`config.mk`:
```
export PLATFORM = sky130hd
export DESIGN_NAME = regfile_sb_flat
export DESIGN_NICKNAME = d
export VERILOG_FILES = /design/src/rtl/regfile_sb_if.sv /design/src/rtl/regfile_sb.sv /design/src/flat_wrapper.sv
export SDC_FILE = /design/constraint.sdc
export NUM_CORES = 2
export LEC_CHECK = 0
export ABC_AREA = 0
export CORE_ASPECT_RATIO = 2
export CORE_UTILIZATION = 30
export DETAILED_ROUTE_END_ITERATION = 12
export DONT_BUFFER_PORTS = 1
export GPL_ROUTABILITY_DRIVEN = 0
export GPL_TIMING_DRIVEN = 0
export SLEW_MARGIN = 25
export SYNTH_ARGS = -nofsm -noshare
export SYNTH_HDL_FRONTEND = slang
export SYNTH_SLANG_ARGS = --single-unit
```
`constraint.sdc`:
```
create_clock -name clk -period 15.25 [get_ports clk]
set_input_delay 3.8125 -clock clk [delete_from_list [all_inputs] [get_ports clk]]
set_output_delay 3.8125 -clock clk [all_outputs]
set_load 0.05 [all_outputs]
```
`src/rtl/regfile_sb_if.sv`:
```
// Bus between issue/writeback (master) and the scoreboarded register file (slave).
// Parameters must match the ones given to the attached regfile_sb.
interface regfile_sb_if #(
    parameter int XLEN  = 32,
    parameter int NREGS = 32,
    parameter int NREAD = 2,
    parameter int AW    = $clog2(NREGS)
);
    logic [NREAD*AW-1:0]   rd_sel;
    logic [NREAD*XLEN-1:0] rd_data;
    logic [NREAD-1:0]      rd_busy;
    logic                  wr_en;
    logic [AW-1:0]         wr_sel;
    logic [XLEN-1:0]       wr_data;
    logic                  rsv_en;
    logic [AW-1:0]         rsv_sel;
    logic                  rsv_ok;
    logic                  flush;
    logic [AW:0]           busy_count;

    modport master (
        output rd_sel, wr_en, wr_sel, wr_data, rsv_en, rsv_sel, flush,
        input  rd_data, rd_busy, rsv_ok, busy_count
    );

    modport slave (
        input  rd_sel, wr_en, wr_sel, wr_data, rsv_en, rsv_sel, flush,
        output rd_data, rd_busy, rsv_ok, busy_count
    );
endinterface

```
`src/rtl/regfile_sb.sv`:
```
// Parametrised register file with hardwired x0, write-to-read bypass and a
// per-register busy scoreboard used by issue (reserve) and writeback (release).
module regfile_sb #(
    parameter int XLEN  = 32,
    parameter int NREGS = 32,
    parameter int NREAD = 2,
    parameter int AW    = $clog2(NREGS)
) (
    input  logic        clk,
    input  logic        nrst,
    regfile_sb_if.slave bus
);
    logic [XLEN-1:0]  regs [1:NREGS-1];
    logic [NREGS-1:1] busy;
    logic [NREGS-1:0] busy_full;
    logic [NREGS-1:0] busy_nxt;
    logic [AW:0]      count_nxt;
    logic [AW:0]      count_q;

    // x0 has no storage; bit 0 of the widened view is the "never busy" x0 entry.
    assign busy_full = {busy, 1'b0};

    for (genvar i = 0; i < NREAD; i++) begin : g_rd
        logic [AW-1:0] sel;
        logic          byp;
        assign sel = bus.rd_sel[i*AW +: AW];
        assign byp = bus.wr_en && (bus.wr_sel == sel) && (sel != '0);
        assign bus.rd_data[i*XLEN +: XLEN] = (sel == '0) ? '0 :
                                             byp         ? bus.wr_data : regs[sel];
        assign bus.rd_busy[i] = busy_full[sel] && !byp;
    end

    assign bus.rsv_ok = bus.rsv_en && !bus.flush &&
                        ((bus.rsv_sel == '0) || !busy_full[bus.rsv_sel] ||
                         (bus.wr_en && (bus.wr_sel == bus.rsv_sel)));

    // Assignment order encodes per-register priority: flush > reserve > write-clear.
    always_comb begin
        // NOTE: every output gets a default first so no path leaves it unassigned,
        // which would infer a latch.
        busy_nxt  = busy_full;
        count_nxt = '0;
        if (bus.wr_en)
            busy_nxt[bus.wr_sel] = 1'b0;
        if (bus.rsv_ok)
            busy_nxt[bus.rsv_sel] = 1'b1;
        if (bus.flush)
            busy_nxt = '0;
        busy_nxt[0] = 1'b0;
        // NOTE: blocking assignments here are intended - the sum accumulates
        // within one evaluation; state registers below use non-blocking only.
        for (int r = 0; r < NREGS; r++)
            count_nxt = count_nxt + {{AW{1'b0}}, busy_nxt[r]};
    end

    always_ff @(posedge clk or negedge nrst) begin
        if (!nrst) begin
            // NOTE: the array is reset on purpose - a register never written
            // since reset must read as zero, so this is not a plain RAM.
            for (int r = 1; r < NREGS; r++)
                regs[r] <= '0;
            busy    <= '0;
            count_q <= '0;
        end else begin
            if (bus.wr_en && (bus.wr_sel != '0))
                regs[bus.wr_sel] <= bus.wr_data;
            busy    <= busy_nxt[NREGS-1:1];
            count_q <= count_nxt;
        end
    end

    assign bus.busy_count = count_q;
endmodule

```
`src/flat_wrapper.sv`:
```
// flat-port wrapper written by rule: the top's interface ports become plain ports
module regfile_sb_flat 
#(
    parameter int XLEN  = 32,
    parameter int NREGS = 32,
    parameter int NREAD = 2,
    parameter int AW    = $clog2(NREGS)
)
  (clk, nrst, bus_rd_sel, bus_wr_en, bus_wr_sel, bus_wr_data, bus_rsv_en, bus_rsv_sel, bus_flush, bus_rd_data, bus_rd_busy, bus_rsv_ok, bus_busy_count);
  regfile_sb_if #(.XLEN(XLEN), .NREGS(NREGS), .NREAD(NREAD), .AW(AW)) bus_i ();
  input  logic clk;
  input  logic nrst;
  input wire logic [$bits(bus_i.rd_sel)-1:0] bus_rd_sel;
  input wire logic [$bits(bus_i.wr_en)-1:0] bus_wr_en;
  input wire logic [$bits(bus_i.wr_sel)-1:0] bus_wr_sel;
  input wire logic [$bits(bus_i.wr_data)-1:0] bus_wr_data;
  input wire logic [$bits(bus_i.rsv_en)-1:0] bus_rsv_en;
  input wire logic [$bits(bus_i.rsv_sel)-1:0] bus_rsv_sel;
  input wire logic [$bits(bus_i.flush)-1:0] bus_flush;
  output wire logic [$bits(bus_i.rd_data)-1:0] bus_rd_data;
  output wire logic [$bits(bus_i.rd_busy)-1:0] bus_rd_busy;
  output wire logic [$bits(bus_i.rsv_ok)-1:0] bus_rsv_ok;
  output wire logic [$bits(bus_i.busy_count)-1:0] bus_busy_count;
  assign bus_i.rd_sel = bus_rd_sel;
  assign bus_i.wr_en = bus_wr_en;
  assign bus_i.wr_sel = bus_wr_sel;
  assign bus_i.wr_data = bus_wr_data;
  assign bus_i.rsv_en = bus_rsv_en;
  assign bus_i.rsv_sel = bus_rsv_sel;
  assign bus_i.flush = bus_flush;
  assign bus_rd_data = bus_i.rd_data;
  assign bus_rd_busy = bus_i.rd_busy;
  assign bus_rsv_ok = bus_i.rsv_ok;
  assign bus_busy_count = bus_i.busy_count;
  regfile_sb #(.XLEN(XLEN), .NREGS(NREGS), .NREAD(NREAD), .AW(AW)) u_core (.clk(clk), .nrst(nrst), .bus(bus_i));
endmodule
```
==> run summary <==
outcome -> complete, no violations
Setup Buffers After CTS -> 0
fillers -> 18600
total iterations of the first detailed-routing run -> 8
CTS tree -> done
fin cells -> 6813
number of synthesis warnings -> 0
# setup viols final -> 0
Vias -> 42100
commonest non-fill, non-tap cell in the layout -> mux2_2
startpoint types -> input port
commonest non-fill, non-tap cells in the layout -> 1056 x mux2_2, 1029 x dfrtp_1, 379 x mux4_2
antenna-violating nets left -> 0
worst-case clock buffer depth -> 3
PostCTS Resize Cnt -> 0
Worst-path clk slew -> 0.06 ns
Top-Level Pins -> 130
dpl ws -> 3.50 ns
Mapped Nets -> 4174
Avg Inst Size Synth -> 14.0 µm²
DIE AREA -> 192000 µm²
fin crit share -> 81.1%
max cap viols -> 0
initial antenna violation count -> 32
Port Buffer Count -> 0
M1 WL -> 81900 µm
share of cells above drive strength 1 -> 45.3%
Syn Inst Count -> 4085
CTS sink count -> 1029
measured slew at the worst slew-check pin -> 1.28 ns
Initial Utilization -> 30.2%
slew margin rel. -> 12.2%
Final Hold Fails -> 0
IR drop worst, VDD -> 0.0959 mV
Final #Nets -> 4307
Pleak -> 0.0270 µW
Post-DP HPWL -> 200000 µm
Worst Hold Class -> register to register
CP max FO -> 10
Root Buffer -> clkbuf_16
Post-Route Skew -> 0.0151 ns
CP required -> 11.44 ns
top routing layer in use -> met5
number of global-route vias before repair -> 43300
fin. max-slew vios -> 0
Setup TNS -> 0 ns
Crit Path Category -> input port to output pin
DRC Markers -> 0
synthesized area -> 57200 µm²
Congestion Overflow GR -> 0
Post-synth EDFFs -> 0
DIE WIDTH -> 311 µm
Tmin final -> 12.36 ns
met2 WL -> 132000 µm
Synth-to-Final Area Change -> 13.1%
H-tree lvl count -> 3
Arrival @ worst endpoint -> 8.55 ns
DRT iter0 DRCs -> 5238
Vias/cell -> 6.17
Fmax -> 0.0809 GHz
Num CTS Buffers -> 92
DR WL met3 -> 28600 µm
final setup margin -> 2.89 ns
final wirelength -> 279000 µm
RSZ-0062 raised after global routing -> no
row cnt -> 226
Die Y -> 619 µm
register area share after synthesis -> 45.1%
global-route wire length before repair -> 378000 µm
Post-synth ARST share -> 100%
placed insts -> 6613
number of synthesized register bits -> 1029
Synth Flop Type -> dfrtp_1
Synth cell types -> 63
largest net degree at the start of global routing -> 219
Post-CTS Hold Buffers -> 0
WL/cell -> 40.9 µm
power per cell area -> 129 nW/µm²
core area -> 189000 µm²
Worst Setup End Kind -> output pin
Clock Latency Late Sink -> 0.73 ns
Total GRT Usage -> 29.0%
[final timing paths]
| check | from | end | slack (ns) | cells after the start |
|---|---|---|---|---|
| max | bus_rd_sel[4] | bus_rd_data[30] | 2.89 | 7 |
| min | u_core.regs[785]$_DFFE_PN0P_ | u_core.regs[785]$_DFFE_PN0P_ | 0.52 | 1 |
| max in group asynchronous | nrst | u_core.regs[392]$_DFFE_PN0P_ | 9.61 | 4 |
| min reg2reg | u_core.regs[785]$_DFFE_PN0P_ | u_core.regs[785]$_DFFE_PN0P_ | 0.52 | 1 |
| max reg2reg | u_core.busy[28]$_DFF_PN0_ | u_core.bus.busy_count[4]$_DFF_PN0_ | 8.39 | 20 |
| min in group asynchronous | nrst | u_core.regs[786]$_DFFE_PN0P_ | 2.80 | 0 |
[where the power goes]
part	switching (µW)	internal [µW]	total (µW)
logic	1120	953	2080
registers	417	3250	3660
clock network	1180	1400	2580
[cells in the mapped netlist, types with 15 or more instances]
cell      number  share of area (%)
dfrtp_1     1029                 45
a22oi_1      107                1.4
clkbuf_1     251                1.6
o311a_1       29               0.51
mux4_2       379                 15
nor3_1        21               0.18
o31ai_2       29               0.63
mux2i_1      223                3.9
a22o_1        35               0.54
nand3_1       32               0.28
a21oi_1       43               0.38
and3b_1       19               0.29
nand2_1       41               0.27
nor2b_1       34               0.37
o21ai_0       25               0.22
fa_1          23               0.81
buf_2        117                1.0
a31oi_1       55               0.60
nor2_1       123               0.81
inv_1         27               0.18
buf_1         62               0.41
a221oi_1      87                1.3
nand2b_1      22               0.24
o22ai_1       16               0.18
mux2_2      1056                 21
o31a_1        25               0.38
nor3b_1       21               0.28
and4_1        15               0.23
[flip-flops by register name, indices dropped and copies added (netlist names)]
name,count
u_core.regs,992
u_core.busy,31
u_core.bus.busy_count,6
[metrics by stage]
stage	hold WS, ns	util [%]	total power, µW	area (µm²)
4_1_cts	0.525	33.9	8190	64200
6_report	0.524	34.1	8320	64600
3_5_place_dp	0.510	32.2	5660	61000
3_3_place_gp	0.500	31.8	5490	60300
2_1_floorplan	0.489	-	4890	57200
5_1_grt	0.539	34.1	8540	64600
[cell families (layout without fill, tap and decap cells)]
kind of cell,count (synthesis),after routing,synth area share (%)
XOR/XNOR,18,18,0.276
adder cells (fa/ha/maj),32,32,1.00
other,0,17,0
AND/OR/NAND/NOR,361,361,3.37
flip-flops,1029,1029,45.1
AO/OA/AOI/OAI,513,513,7.16
multiplexers,1658,1658,39.6
buffers and inverters,474,677,3.50
[cell type report]
class,count,area [µm²],share of cell area (%)
Antenna cell,17,42.5,0.0658
Buffer,446,1930,2.98
Clock buffer,131,2750,4.26
Clock inverter,33,465,0.720
Inverter,28,105,0.163
Multi-Input combinational cell,2582,30000,46.4
Sequential cell,1029,25700,39.8
Tap cell,2508,3140,4.85
Timing Repair Buffer,39,483,0.747
[layer usage]
metal	up-vias	global-route usage (%)
li1	16100	-
met3	1014	11.2
met2	2826	47.5
met1	22100	27.2
met5	-	0.833
met4	26	29.1
[worst max-delay path, stage by stage]
cell	delay (ns)
clkbuf_1	0.59
nor2b_1	0.76
clkbuf_1	0.59
clkbuf_1	0.71
nand3_1	0.77
and4_1	0.51
a21oi_2	0.75
(Power assumes the default switching activity.)
